`config.mk`:
```
export PLATFORM = sky130hd
export DESIGN_NAME = lv_bist_seq
export DESIGN_NICKNAME = d
export VERILOG_FILES = /design/src/rtl/lv_bist_seq.sv
export SDC_FILE = /design/constraint.sdc
export NUM_CORES = 1
export LEC_CHECK = 0
export CORE_ASPECT_RATIO = 0.5
export CORE_MARGIN = 2
export CORE_UTILIZATION = 23
export CTS_CLUSTER_SIZE = 25
export DETAILED_ROUTE_END_ITERATION = 7
export PLACE_DENSITY_LB_ADDON = 0.15
export SLEW_MARGIN = 20
export SYNTH_ARGS = -nofsm -noshare
export SYNTH_HDL_FRONTEND = slang
export SYNTH_SLANG_ARGS = --single-unit
```
`constraint.sdc`:
```
create_clock -name i_clk -period 5.2 [get_ports i_clk]
set_input_delay 1.04 -clock i_clk [delete_from_list [all_inputs] [get_ports i_clk]]
set_output_delay 1.04 -clock i_clk [all_outputs]
set_load 0.02 [all_outputs]
```
`src/rtl/lv_bist_seq.sv`:
```
// Power-up BIST sequencer: analog BIST with bounded retries, then logic BIST, with per-phase timeouts.
// All outputs registered (one-cycle decision latency); i_bist_req low aborts any active phase.
module lv_bist_seq #(
  parameter int CLK_M       = 48,
  parameter int ABIST_TO_US = 100,
  parameter int LBIST_TO_US = 1000,
  parameter int GAP_CYC     = 4,
  parameter int MAX_RETRY   = 2
) (
  input  logic                           i_clk,
  input  logic                           i_rst,
  input  logic                           i_bist_req,
  input  logic                           i_lbist_en,
  input  logic                           i_lv_abist_rult,
  input  logic                           i_lbist_done,
  input  logic                           i_lbist_fail,
  output logic                           o_bist_en,
  output logic                           o_lbist_start,
  output logic                           o_busy,
  output logic                           o_bist_done,
  output logic [1:0]                     o_fail_code,
  output logic [$clog2(MAX_RETRY+1)-1:0] o_retry_cnt
);

  localparam int ABIST_TO_CYC = ABIST_TO_US * CLK_M;
  localparam int LBIST_TO_CYC = LBIST_TO_US * CLK_M;
  localparam int MAX_TO_CYC   = (ABIST_TO_CYC > LBIST_TO_CYC) ? ABIST_TO_CYC : LBIST_TO_CYC;
  localparam int TW           = $clog2(MAX_TO_CYC + 1);
  localparam int RW           = $clog2(MAX_RETRY + 1);

  localparam logic [TW-1:0] A_LAST    = TW'(ABIST_TO_CYC - 1);
  localparam logic [TW-1:0] L_LAST    = TW'(LBIST_TO_CYC - 1);
  localparam logic [TW-1:0] G_LAST    = TW'(GAP_CYC - 1);
  localparam logic [RW-1:0] RETRY_MAX = RW'(MAX_RETRY);

  localparam logic [1:0] CODE_PASS = 2'b00;
  localparam logic [1:0] CODE_AFAIL = 2'b01;
  localparam logic [1:0] CODE_LFAIL = 2'b10;
  localparam logic [1:0] CODE_TO   = 2'b11;

  typedef enum logic [2:0] {IDLE, ABIST, GAP, LBIST, DONE} state_t;

  state_t          state_q, state_d;
  logic            req_q;
  logic            arm_q;
  logic [TW-1:0]   timer_q, timer_d;
  logic            bist_en_q, bist_en_d;
  logic            start_q, start_d;
  logic            busy_q, busy_d;
  logic            done_q, done_d;
  logic [1:0]      code_q, code_d;
  logic [RW-1:0]   retry_q, retry_d;
  logic            start;
  logic            counting;

  // arm_q blocks a restart from a request that was already high when reset released
  assign start    = i_bist_req & ~req_q & arm_q;
  assign counting = (state_q == ABIST) || (state_q == GAP) || (state_q == LBIST);

  always_comb begin
    state_d = state_q;
    code_d  = code_q;
    retry_d = retry_q;
    case (state_q)
      IDLE: begin
        if (start) begin
          state_d = ABIST;
          code_d  = CODE_PASS;
          retry_d = '0;
        end
      end
      ABIST: begin
        if (!i_bist_req) begin
          state_d = IDLE;
          code_d  = CODE_TO;
        end else if (i_lbist_en) begin
          if (!i_lv_abist_rult) begin
            state_d = LBIST;
          end else if (retry_q < RETRY_MAX) begin
            state_d = GAP;
            retry_d = retry_q + RW'(1);
          end else begin
            state_d = DONE;
            code_d  = CODE_AFAIL;
          end
        end else if (timer_q == A_LAST) begin
          state_d = DONE;
          code_d  = CODE_TO;
        end
      end
      GAP: begin
        if (!i_bist_req) begin
          state_d = IDLE;
          code_d  = CODE_TO;
        end else if (timer_q == G_LAST) begin
          state_d = ABIST;
        end
      end
      LBIST: begin
        if (!i_bist_req) begin
          state_d = IDLE;
          code_d  = CODE_TO;
        end else if (i_lbist_done) begin
          state_d = DONE;
          code_d  = i_lbist_fail ? CODE_LFAIL : CODE_PASS;
        end else if (timer_q == L_LAST) begin
          state_d = DONE;
          code_d  = CODE_TO;
        end
      end
      DONE: begin
        if (!i_bist_req) state_d = IDLE;
      end
      default: state_d = IDLE;
    endcase

    if (state_d != state_q)                timer_d = '0;
    else if (counting && (timer_q != '1))  timer_d = timer_q + TW'(1);
    else                                   timer_d = timer_q;

    bist_en_d = (state_d == ABIST) || (state_d == LBIST);
    start_d   = (state_q == ABIST) && (state_d == LBIST);
    busy_d    = (state_d == ABIST) || (state_d == GAP) || (state_d == LBIST);
    done_d    = (state_d == DONE);
  end

  always_ff @(posedge i_clk or posedge i_rst) begin
    if (i_rst) begin
      state_q   <= IDLE;
      req_q     <= 1'b0;
      arm_q     <= 1'b0;
      timer_q   <= '0;
      bist_en_q <= 1'b0;
      start_q   <= 1'b0;
      busy_q    <= 1'b0;
      done_q    <= 1'b0;
      code_q    <= 2'b00;
      retry_q   <= '0;
    end else begin
      state_q   <= state_d;
      req_q     <= i_bist_req;
      arm_q     <= arm_q | ~i_bist_req;
      timer_q   <= timer_d;
      bist_en_q <= bist_en_d;
      start_q   <= start_d;
      busy_q    <= busy_d;
      done_q    <= done_d;
      code_q    <= code_d;
      retry_q   <= retry_d;
    end
  end

  assign o_bist_en     = bist_en_q;
  assign o_lbist_start = start_q;
  assign o_busy        = busy_q;
  assign o_bist_done   = done_q;
  assign o_fail_code   = code_q;
  assign o_retry_cnt   = retry_q;

endmodule

```
Yosys cells after proc, flatten, opt, wreduce, memory -nomap -nowiden. Cells that the tools add are included.

Output and inout port bits: 8. Logic and storage cells: 86. Flip-flop bits (word level): 29.

Add/subtract/negate cells: 2. Bitwise logic cells: 5. Equal/unequal tests: 23. Multiplexer cells: 32. Reductions and logical operators: 13. $lt $le $gt $ge: 1.

Operators with widths (count): 3-bit 2-to-1 mux (12); 16-bit 2-to-1 mux (2); 2-bit 2-to-1 mux (15); 16-bit by 1-bit adder with 16-bit output (second input constant) (1); 16-bit by 13-bit equality test with 1-bit output (second input constant) (1); 16-bit equality test (second input constant) (1); 16-bit by 2-bit equality test with 1-bit output (second input constant) (1); 16-bit inequality test (second input constant) (1); 3-bit one-hot mux with 5 select lines (1); 3-bit by 2-bit equality test with 1-bit output (second input constant) (4); 2-bit inequality test (second input constant) (5); 4-bit by 3-bit inequality test with 1-bit output (second input constant) (2); 4-bit inequality test (second input constant) (2); 2-bit one-hot mux with 4 select lines (1); 7-bit AND reduction (1); 3-bit by 1-bit equality test with 1-bit output (second input constant) (2); 3-bit equality test (second input constant) (2); 6-bit AND reduction (1); 1-bit logical OR (5); 2-bit one-hot mux with 2 select lines (1); 2-bit nonzero test (2); 4-bit nonzero test (1); 3-bit zero test (1); 3-bit inequality test (1); other kinds (7) (10).

Depth between registers and ports, before layout.
Word-level depth: 9. Gate-level depth with buffers: 8. Gate-level depth less buffers: 7.

Worst setup path before layout. OpenSTA, ideal clock, no wires.

Path type: input-to-reg. From: in i_lbist_en. To: reg timer_q[10]. Arrival time: 2096 ps. Cell stages on the path: 6. Setup time: 119 ps. Path buffers: 2. Data required time: 5081 ps. Slack: 2985 ps. Cells stage by stage: clkbuf_1 -> nor4_1 -> o211ai_1 -> o2111ai_2 -> buf_6 -> nor2_1.

Word-level cells in the longest chain between the ends: 5. Elaborated cells between the ends (all ways): 6. Those cells by class: 1 x eq/ne; 4 x mux; 1 x reduce/logical.

RTL lines: from (decl) (line 13) `input logic i_lbist_en,`; 3-bit 2-to-1 mux (*) (line 76) `end else if (i_lbist_en) begin`; 3-bit 2-to-1 mux (*) (line 73) `if (!i_bist_req) begin`; 3-bit one-hot mux with 5 select lines (*) (line 64) `case (state_q)`; 3-bit inequality test (*) (line 117) `if (state_d != state_q) timer_d = '0;`; 16-bit 2-to-1 mux or 2-bit nonzero test (tied branches); to (signal assigned) (line 143) `timer_q <= timer_d;`; to (decl) (line 46) `logic [TW-1:0] timer_q, timer_d;`.

Mark *: on every way between the ends. The rest lies on a longest branch, timed or not. A chain may end at the register's enable or synchronous reset.

Worst setup path after layout.
From: in i_bist_req. To: reg timer_q[1].

Word-level cells in the longest chain between the ends: 6. Elaborated cells between the ends (all ways): 11. Those cells by class: 1 x eq/ne; 7 x mux; 2 x bitwise; 1 x reduce/logical.

RTL lines: from (decl) (line 12) `input logic i_bist_req,`; 1-bit AND (2 in a row) (line 57) `assign start = i_bist_req & ~req_q & arm_q;`; 3-bit 2-to-1 mux (line 66) `if (start) begin`; 3-bit one-hot mux with 5 select lines (*) (line 64); 3-bit inequality test (*) (line 117); 16-bit 2-to-1 mux or 2-bit nonzero test (tied branches).

Marked as above.

==> results.sh <==
export IMPL_area_growth_syn_to_layout_pct=23.80
export IMPL_ir_drop_mv=0.1031
export IMPL_clock_latency_ps=280
export IMPL_drt_first_pass_iters=4
export IMPL_clockBufferDepth=2
export IMPL_antenna_left=0
export IMPL_p_sw_share_pct=28.26
export IMPL_num_rows=21
export IMPL_tns_ps=0
export IMPL_dp_hpwl_um=2738
export IMPL_critPathMaxFanout=16
export IMPL_required_ps=5390
export IMPL_path_clk_slew_ps=50
export IMPL_antenna_found_initial=0
export IMPL_async_flop_share_pct=100.0
export IMPL_pwr_share_comb_pct=20.8
export IMPL_pwr_share_seq_pct=37.6
export IMPL_end_kind="flop"
export IMPL_synth_seq_cells=29
export IMPL_cts_root_buf="clkbuf_16"
export IMPL_slew_violations=0
export IMPL_ctsHoldBuffers=0
export IMPL_wl_per_cell_um=13.16
export IMPL_fin_skew_ps=6.247
export IMPL_yosysSeqAreaShare_pct=44.11
export IMPL_internal_power_mw=0.5184
export IMPL_maxCapViolations=0
export IMPL_grt_pass1_wl_um=6451
export IMPL_p_clk_share_pct=41.6
export IMPL_final_cell_area_mm2=0.002037
export IMPL_cts_num_sinks=29
export IMPL_max_slew_margin_rel_pct=51.32
export IMPL_fin_ws_ps=2253
export IMPL_powerDensity_mw_per_mm2=354.7
export IMPL_synth_cell_type_count=43
export IMPL_status="completed"
export IMPL_grt_max_degree=30
export IMPL_grt_pass1_vias=1253
export IMPL_initial_utilization_pct=24.18
export IMPL_yosys_warnings=0
export IMPL_postCtsResizedCells=0
export IMPL_placedInstanceArea_mm2=0.001879
export IMPL_overflow=0
export IMPL_cts_tree="yes"
export IMPL_syn_inst=181
export IMPL_die_x_um=123.6
export IMPL_synth_nets=189
export IMPL_worst_ep_arrival_time_ps=3130
export IMPL_die_area_mm2=0.007887
export IMPL_drc=0
export IMPL_ys_flop_type="dfrtp_1"
export IMPL_setup_viol=0
export IMPL_cts_setup_buffers=0
export IMPL_drt_total_wl_um=3831
export IMPL_core_area_mm2=0.006805
export IMPL_fin_crit_ps=2947
export IMPL_critical_path_class="in -> reg"
export IMPL_startpoint_type="input port"
export IMPL_synth_edff_count=0
export IMPL_syn_avg_cell_area_um2=9.090
export IMPL_hold_viol_final=0
export IMPL_holdWs_ps=455.9
export IMPL_p_leak_nw=0.8103
export IMPL_pre_cts_slack_ps=1952
export IMPL_viasPerCell=4.636
export IMPL_nets=206
export IMPL_die_y_um=63.81
export IMPL_grt_use_total_pct=10.85
export IMPL_hold_class="reg -> reg"
export IMPL_antenna_cells=0
export IMPL_io_buffer_count=14
export IMPL_rsz0062_at_grt="false"
export IMPL_power_switching_mw=0.2042
export IMPL_nFillCells=706
export IMPL_post_route_period_util_pct=56.66
export IMPL_drt_iter0_drc=100
export IMPL_vias=1349
export IMPL_numCtsBuffers=5
export IMPL_worst_pin_slew_ps=730.1
export IMPL_place_congestion=0.8197
export IMPL_ioPinCount=15
export IMPL_fmax_mhz=339.4
export IMPL_ctsHtreeMaxLevel=2
export IMPL_drive_gt1_share_pct=8.040
export IMPL_netlist_area_mm2=0.001645
==> placed cells by master, fill, tap and decap left out, types with 2 or more instances in the layout <==
cell type,instances
nor3_1,8
or3_1,3
inv_1,6
clkbuf_8,2
nand2_1,16
nand2b_1,3
xor2_1,7
and2_1,2
nor2b_1,3
o211ai_1,5
nand3_1,7
and3_1,2
nor4b_1,2
dfrtp_1,29
nand4_1,10
o311a_1,2
a211oi_1,2
a21o_1,2
mux2_4,2
xnor2_1,6
o21ai_0,6
nor4_1,3
a21oi_1,6
clkbuf_16,5
clkdlybuf4s50_1,14
nor2_1,27
==> per-stage QoR <==
step	std cells	total power, mW	util, %
after CTS	291	0.7344	29.93
after floorplan	181	0.3758	-
after detailed placement	283	0.4285	27.62
after global placement	283	0.4290	27.62
final	291	0.7226	29.93
after global routing	291	0.7645	29.93
==> final cells by class <==
type                            instances  area (µm²)  area share [%]
Multi-Input combinational cell        141       868.3           42.63
Inverter                                6       22.52           1.106
Timing Repair Buffer                   15       147.6           7.248
Clock inverter                          1       5.005          0.2457
Tap cell                               92       115.1           5.651
Clock buffer                            7       152.6           7.494
Sequential cell                        29       725.7           35.63
==> kinds of logic after synthesis <==
group,share of synthesized area (%)
xor gates and xnor gates,6.920
buffers and inverters,3.118
muxes,2.434
AOI/OAI and AO/OA,13.77
and+or+nand+nor,28.90
DFF,44.11
adders and majority gates,0.7603
==> critical path: stages <==
cell	delay, ps
clkdlybuf4s50_1	650
nand2b_1	170
nor3_1	330
o21ai_4	130
o221ai_1	110
o2111ai_2	440
a21oi_1	260
==> power by group through the flow <==
stage,Clock (mW),Sequential (mW),Combinational [mW]
after floorplan,0,0.285,0.0911
after global placement,0,0.276,0.153
after detailed placement,0,0.276,0.153
after CTS,0.309,0.272,0.153
after global routing,0.321,0.276,0.168
final,0.301,0.272,0.150
==> cell usage after synthesis, drive strengths merged (3+ instances only) <==
cell	n	share of area (%)
or3	3	1.1
nor2	27	6.2
nand2b	3	1.1
inv	6	1.4
xnor2	6	3.2
o21ai	7	2.8
buf	3	1.3
a21oi	6	1.8
nand2	16	3.7
dfrtp	29	44
xor2	7	3.7
o211ai	5	2.3
nor4	3	1.1
nor2b	3	1.1
nand4	10	3.8
nand3	8	2.7
nor3	8	2.4
==> worst paths after layout <==
path | from | to | slack, ps | cells after the start
worst max register to register | timer_q[0]$_DFFE_PP0P_ | timer_q[4]$_DFFE_PP0P_ | 2970 | 6
worst min-delay path | arm_q$_DFF_PP0_ | arm_q$_DFF_PP0_ | 460 | 1
worst min register to register | arm_q$_DFF_PP0_ | arm_q$_DFF_PP0_ | 460 | 1
min in group asynchronous | i_rst | o_bist_en$_DFF_PP0_ | 1130 | 3
max in group asynchronous | i_rst | arm_q$_DFF_PP0_ | 3790 | 3
worst max-delay path | i_bist_req | timer_q[1]$_DFFE_PP0P_ | 2250 | 7
==> sequential cells by signal, summed over array words and instances (netlist names), 2 cells and up <==
| signal | flops |
|---|---|
| timer_q | 16 |
| state_q | 3 |
| o_fail_code | 2 |
| o_retry_cnt | 2 |
==> metal layers <==
metal  global-route usage (%)  wire [µm]
met5                        0          0
met4                    5.114         79
met3                    3.214        157
met2                    15.32       1626
met1                    15.06       1968
Note: power is estimated with default switching activity, not from simulation.
